**src/rtl/pipeline_stall_controller.sv**
```systemverilog
// -----------------------------------------------------------------------------
// pipeline_stall_controller
//
// Central stall/flush controller for a 5-stage RISC-V pipeline. It combines
// the load-use hazard flag, the EX-stage branch-taken flag and the I/D-cache
// busy flags into the PC, IF/ID, ID/EX and back-end register controls.
//
// A branch resolved while the data cache freezes the pipeline is remembered
// (pend_flush) and applied exactly once when the freeze ends. A data-cache
// stall that lasts MEM_STALL_LIMIT consecutive cycles raises a sticky
// stall_timeout; the pipeline keeps waiting.
//
// Optional feature: define STALL_PERF_COUNTER_EN to build the saturating
// stall_cycles / flush_count performance counters. When it is undefined the
// ports remain but are tied to zero, and no counter flops are built.
//
// Ports:
//   CLK                  in   pipeline clock, rising edge
//   RESET                in   asynchronous active-low reset
//   hazard_detect_signal in   load-use hazard (ID vs EX)
//   branch_taken         in   EX-stage branch/jump taken, squash younger
//   icache_busy          in   instruction cache cannot deliver this cycle
//   dcache_busy          in   data cache access in MEM not complete
//   pc_write_en          out  PC update enable
//   if_id_write_en       out  IF/ID load enable
//   if_id_flush          out  load NOP into IF/ID
//   id_ex_bubble         out  load NOP into ID/EX
//   pipeline_freeze      out  hold ID/EX, EX/MEM, MEM/WB
//   stall_timeout        out  sticky runaway dcache stall flag
//   stall_cycles [31:0]  out  stall/freeze cycle count (optional feature)
//   flush_count  [31:0]  out  applied flush count (optional feature)
// -----------------------------------------------------------------------------
module pipeline_stall_controller #(
  parameter int CNT_W           = 8,
  parameter int MEM_STALL_LIMIT = 255
) (
  input  logic        CLK,
  input  logic        RESET,
  input  logic        hazard_detect_signal,
  input  logic        branch_taken,
  input  logic        icache_busy,
  input  logic        dcache_busy,
  output logic        pc_write_en,
  output logic        if_id_write_en,
  output logic        if_id_flush,
  output logic        id_ex_bubble,
  output logic        pipeline_freeze,
  output logic        stall_timeout,
  output logic [31:0] stall_cycles,
  output logic [31:0] flush_count
);

  typedef enum logic [1:0] {
    ST_RUN,
    ST_LOAD_STALL,
    ST_MEM_WAIT
  } state_t;

  state_t           r_state;
  state_t           w_state_next;
  logic             r_pend_flush;
  logic             w_pend_next;
  logic [CNT_W-1:0] r_mem_cnt;
  logic [CNT_W-1:0] w_mem_cnt_next;
  logic             r_stall_timeout;

  // Priority decode: dcache freeze > flush > load-use stall > icache miss > run.
  // MEM_WAIT needs no dedicated branch: once dcache_busy drops, the same
  // flush/stall/run rules apply as from RUN.
  always_comb begin
    // NOTE: every output gets a default before the priority chain so that no
    // path leaves a variable unassigned, which would infer a latch.
    pc_write_en     = 1'b1;
    if_id_write_en  = 1'b1;
    if_id_flush     = 1'b0;
    id_ex_bubble    = 1'b0;
    pipeline_freeze = 1'b0;
    w_state_next    = ST_RUN;
    w_pend_next     = r_pend_flush;

    if (!RESET) begin
      // Hold the front end and keep NOPs flowing while reset is asserted.
      pc_write_en    = 1'b0;
      if_id_write_en = 1'b0;
      if_id_flush    = 1'b1;
      id_ex_bubble   = 1'b1;
    end else if (dcache_busy) begin
      pipeline_freeze = 1'b1;
      pc_write_en     = 1'b0;
      if_id_write_en  = 1'b0;
      w_state_next    = ST_MEM_WAIT;
      // Any number of branches during one freeze collapse into one flush.
      if (branch_taken) w_pend_next = 1'b1;
    end else if (branch_taken || r_pend_flush) begin
      if_id_flush  = 1'b1;
      id_ex_bubble = 1'b1;
      w_pend_next  = 1'b0;
    end else if (hazard_detect_signal && (r_state != ST_LOAD_STALL)) begin
      // A hazard still seen in LOAD_STALL is spurious: the bubble already
      // separated the load from its consumer.
      pc_write_en    = 1'b0;
      if_id_write_en = 1'b0;
      id_ex_bubble   = 1'b1;
      w_state_next   = ST_LOAD_STALL;
    end else if (icache_busy) begin
      pc_write_en = 1'b0;
      if_id_flush = 1'b1;
    end
  end

  // Saturating consecutive dcache-stall counter; any idle cycle clears it.
  always_comb begin
    w_mem_cnt_next = '0;
    if (dcache_busy) begin
      w_mem_cnt_next = (r_mem_cnt == {CNT_W{1'b1}}) ? r_mem_cnt : r_mem_cnt + 1'b1;
    end
  end

  always_ff @(posedge CLK or negedge RESET) begin
    if (!RESET) begin
      r_state         <= ST_RUN;
      r_pend_flush    <= 1'b0;
      r_mem_cnt       <= '0;
      r_stall_timeout <= 1'b0;
    end else begin
      // NOTE: sequential state uses non-blocking assignments so every flop
      // samples the pre-edge values regardless of statement order.
      r_state      <= w_state_next;
      r_pend_flush <= w_pend_next;
      r_mem_cnt    <= w_mem_cnt_next;
      if (dcache_busy && (w_mem_cnt_next == CNT_W'(MEM_STALL_LIMIT))) begin
        r_stall_timeout <= 1'b1;
      end
    end
  end

  assign stall_timeout = r_stall_timeout;

`ifdef STALL_PERF_COUNTER_EN
  logic [31:0] r_stall_cycles;
  logic [31:0] r_flush_count;

  // A flush cycle is the only one with both if_id_flush and pc_write_en high:
  // the icache-miss flush holds the PC and reset forces pc_write_en low.
  always_ff @(posedge CLK or negedge RESET) begin
    if (!RESET) begin
      r_stall_cycles <= '0;
      r_flush_count  <= '0;
    end else begin
      if ((!pc_write_en || pipeline_freeze) && (r_stall_cycles != 32'hFFFF_FFFF)) begin
        r_stall_cycles <= r_stall_cycles + 32'd1;
      end
      if (if_id_flush && pc_write_en && (r_flush_count != 32'hFFFF_FFFF)) begin
        r_flush_count <= r_flush_count + 32'd1;
      end
    end
  end

  assign stall_cycles = r_stall_cycles;
  assign flush_count  = r_flush_count;
`else
  assign stall_cycles = '0;
  assign flush_count  = '0;
`endif

endmodule

```
**config.mk**
```make
export PLATFORM = sky130hd
export DESIGN_NAME = pipeline_stall_controller
export DESIGN_NICKNAME = d
export VERILOG_FILES = /design/src/rtl/pipeline_stall_controller.sv
export SDC_FILE = /design/constraint.sdc
export NUM_CORES = 1
export LEC_CHECK = 0
export CAP_MARGIN = 30
export CORE_UTILIZATION = 32
export DETAILED_ROUTE_END_ITERATION = 8
export HOLD_SLACK_MARGIN = 0.1
export PLACE_DENSITY = 0.78
export SYNTH_ARGS = -nofsm -noshare
export SYNTH_HDL_FRONTEND = slang
export SYNTH_SLANG_ARGS = --single-unit
```
**constraint.sdc**
```tcl
create_clock -name CLK -period 1.8 [get_ports CLK]
set_clock_uncertainty 0.15 [all_clocks]
set_input_delay 0.18 -clock CLK [delete_from_list [all_inputs] [get_ports CLK]]
set_output_delay 0.18 -clock CLK [all_outputs]
set_load 0.01 [all_outputs]
```
### Word-level counts from Yosys, hierarchy flattened

Index checks and enable logic that the tools add are counted.

| storage, ports and cells | value |
|---|---|
| logic and storage cells | 43 |
| output and inout bits | 70 |
| register bits | 12 |
| input port bits | 6 |

| operators by class | value |
|---|---|
| eq/ne operators | 4 |
| multiplexer cells | 29 |
| reduce and logical (&&, ||, !) cells | 5 |
| add/sub/neg operators | 1 |

Operators with widths:

| cell | number |
|---|---|
| two-way mux 1 bit | 25 |
| == test 8 bit, second input constant | 2 |
| two-way mux 8 bit | 2 |
| adder 8 x 1 -> 8 bit, second input constant | 1 |
| two-way mux 2 bit | 2 |
| AND reduction 3 bit | 1 |
| logical AND 1 bit | 2 |
| inequality test 2 x 1 -> 1 bit, second input constant | 1 |
| inequality test 2 bit, second input constant | 1 |
| nonzero test 2 bit | 1 |
| logical OR 1 bit | 1 |

### Longest topological paths before layout

| logic depth | value |
|---|---|
| depth after elaboration | 6 |
| depth in mapped cells | 6 |
| gate-level depth less buffers | 6 |

### Least setup slack after synthesis

OpenSTA, ideal clock, no wires.

| path | value |
|---|---|
| kind | register to register |
| start point | register r_mem_cnt[0] |
| end point | register r_stall_timeout, in the netlist stall_timeout |
| arrival time | 1538 ps |
| setup time | 120 ps |
| data required time | 1530 ps |
| slack | -9 ps |
| cell stages (with the launch flop) | 6 |
| buffers on the path | 0 |
| clock period less this slack | 1809 ps |
| path through | dfrtp_1 ha_1 or4_1 o21ai_2 nor3b_1 a41o_1 |

| between the ends | value |
|---|---|
| longest elaborated chain between the ends | 5 |
| elaborated cells on any way between the ends | 6 |
| those cells by class | add/sub (1); eq/ne (2); mux (2); reduce/logical (1) |

Ends and longest elaborated chain:

| item | RTL line | text |
|---|---|---|
| start, declared | 63 | `logic [CNT_W-1:0] r_mem_cnt;` |
| start signal, assigned | 130 | `r_mem_cnt <= w_mem_cnt_next;` |
| adder 8 x 1 -> 8 bit or == test 8 bit (tied branches) | 115 | `w_mem_cnt_next = (r_mem_cnt == {CNT_W{1'b1}}) ? r_mem_cnt : r_mem_cnt + 1'b1;` |
| two-way mux 8 bit * | 115 |  |
| two-way mux 8 bit * | 114 | `if (dcache_busy) begin` |
| == test 8 bit * | 131 | `if (dcache_busy && (w_mem_cnt_next == CNT_W'(MEM_STALL_LIMIT))) begin` |
| logical AND 1 bit * | 131 |  |
| end signal, assigned | 124 | `r_stall_timeout <= 1'b0;` |
| end signal, assigned | 132 | `r_stall_timeout <= 1'b1;` |
| end, declared | 65 | `logic r_stall_timeout;` |

Every way passes the cells marked *; elsewhere a longest branch is shown, timed or not.
A chain may end at the register's enable or synchronous reset.

### Final worst setup path

| path | value |
|---|---|
| start point | register r_mem_cnt[1] |
| end point | register r_stall_timeout, in the netlist stall_timeout |

The elaborated chain is that of the path after synthesis.

==> out/metrics.csv <==
metric,value,unit
outcome,"complete, no violations",
H-tree depth,1,
vias per cell,3.83,
Crit-path slowest cell,or4_4,
first drt pass iteration count,4,
Crit path required time,1.82,ns
"Reg clk slew, reported paths",0.08,ns
crit path kind,reg2reg,
CP max FO,5,
crit path DAT,1.81,ns
RD Place Congestion,0.850,
Post-synth ARST share,100,%
"Clk Latency, worst-skew pair",0.28,ns
Area contributors post-synth,"buf_4, dfrtp_1, nor2_1, a31oi_1, nor3_1",
Final Slew Violations,0,
layout overhead on the synthesized area,10.2,%
max incr delay on CP,0.53,ns
dominant cell type by area after synthesis,buf_4,
Iter 0 DRT Violations,13,
maxcap violations,0,
Die Wd,60.8,um
grt ovf,0,
Fin. Hold Viols,0,
final instance area,1220,um^2
crit-path cells,ha_4 -> or4_4 -> o21ai_2 -> nor3b_1 -> a41o_1,
Pwr Density,563,nW/um^2
Vias,789,
clock sink total,12,
# IOs,76,
Startpoint Class,register,
core area,3180,um^2
die height,60.8,um
drt total wl,1820,um
detailed-route DRC error count,0,
Total GRT Usage,10.1,%
# setup viols final,0,
CTS Buf Count,3,
Post-synth EDFFs,0,
post-synth cell types,29,
Gate Count Post-Synth,133,
number of diodes,0,
row count,20,
Nets,170,
Tmin final,1.79,ns
Tcrit/Tclk final,99.4,%
largest net degree at the start of global routing,9,
leakage dissipation,0.000619,uW
most common cell in the netlist,buf_4,
ys flop type,dfrtp_1,
Crit. End Element,register,
Antenna Nets Post-Route,0,
part of the Yosys area used for sequential elements,27.1,%
CTS root buf,clkbuf_4,
Hold Crit Class,in2async,
Placement Cell Area,1110,um^2
CTS tree,done,
Yosys reg bits,12,
Starting Density,34.8,%
YS warnings,0,
Max IR drop VDD,0.332,mV
vias in the first global route,618,
share of layout cells above drive strength 1,20.4,%
Post-synth top cells,"buf_4, dfrtp_1, nor2_1",
hpwl dp,1390,um
antenna violations before repair,0,
share of the synthesized area in the top cell type,43.4,%
Reg2Reg Setup Slack,0.01,ns
die area,3700,um^2
IO Port Bufs,11,
Fmax,559,MHz
cell area after synthesis,1110,um^2
RSZ-0062 raised after global routing,yes,
first-pass GRT wire length,2670,um
routed wire length per instance,8.83,um
sum of negative setup slack,0,ns
Clock Tree Buf Depth,2,
syn avg cell area,8.33,um^2
[what timing repair did]
item | CTS | global route
endpoints found under the setup margin | 5 | 2
gates resized for setup | 7 | 13
pin swaps | 0 | 4
setup buffers | 1 | 3
hold buffers | 0 | 0
[final timing paths]
| check | endpoint | depth (start not counted) | from |
|---|---|---|---|
| max reg2reg | stall_timeout$_DFFE_PN0P_ | 5 | r_mem_cnt[1]$_DFF_PN0_ |
| max in group asynchronous | r_pend_flush$_DFFE_PN0P_ | 3 | RESET |
| min in group CLK | stall_timeout$_DFFE_PN0P_ | 1 | stall_timeout$_DFFE_PN0P_ |
| min reg2reg | stall_timeout$_DFFE_PN0P_ | 1 | stall_timeout$_DFFE_PN0P_ |
| max | stall_timeout$_DFFE_PN0P_ | 5 | r_mem_cnt[1]$_DFF_PN0_ |
| min | r_state[0]$_DFF_PN0_ | 2 | RESET |
[critical path: cells and delay by family (launching register included)]
| family | cells | cell delay (ns) |
|---|---|---|
| adders and majority gates | 1 | 0.19 |
| AOI/OAI and AO/OA | 2 | 0.31 |
| DFF | 1 | 0.44 |
| and+or+nand+nor | 2 | 0.59 |
[per-stage QoR]
stage                     util, %  worst slack [ns]  instances  total power, uW  hold WS, ns
after floorplan                 -            0.0300        196              486       -0.266
after global placement       35.0            -0.114        198              444        0.314
after detailed placement     35.0            -0.155        198              447        0.310
after CTS                    36.4           0.00223        203              671        0.109
after global routing         38.4           -0.0490        206              737        0.110
final                        38.4            0.0110        206              687        0.112
[routing by layer]
metal  up-vias  GRT usage (%)  routed length, um  part of all wire, %
met1       355           12.1                715                   39
met2        50           15.9                912                   50
met4         0           2.92                 11                 0.60
li1        381              -                  -                    -
met3         3           5.12                181                  9.9
met5         -              0                  0                    0
[cell usage in the layout, fill, tap and decap left out, types with 2 or more instances in the layout]
master / synthesis / layout
conb_1: 1 / 64
buf_4: 64 / 13
dfrtp_1: 12 / 10
nor2_1: 8 / 6
clkdlybuf4s50_1: 0 / 6
nor3_1: 5 / 5
nand2_1: 5 / 5
a31oi_1: 4 / 4
o21ai_0: 4 / 4
dlygate4sd2_1: 0 / 4
inv_1: 3 / 3
a21oi_1: 3 / 3
clkbuf_4: 0 / 3
nand4_1: 2 / 2
nor2_2: 0 / 2
nor3b_1: 2 / 2
o21ai_2: 1 / 2
o21ai_1: 3 / 2
buf_6: 0 / 2
dfrtp_2: 0 / 2
[cell families after synthesis]
family | synth area share (%)
xor+xnor | 0.791
simple gates | 13.7
flops | 27.1
buf+inv | 44.7
fa+ha+maj | 1.13
other cells | 0.339
mux | 0.904
compound gates | 11.3
[area by class of cell]
type / instances / area [um^2]
multi-input cells: 116 / 591
fillers: 357 / 1960
clock buffers: 4 / 36.3
flip-flops and latches: 12 / 303
well taps: 44 / 55.1
inverters: 4 / 15.0
repair buffers: 26 / 220
[report_power, final]
| part | internal [uW] | switching (uW) |
|---|---|---|
| logic | 64.0 | 112 |
| registers | 279 | 11.6 |
| clock network | 123 | 96.9 |
| total | 466 | 220 |
[registers in the layout, indices dropped and copies added (netlist names)]
signal         flops
stall_timeout      1
r_pend_flush       1
r_mem_cnt          8
r_state            2
No activity file was read; power rests on OpenSTA's default activity.
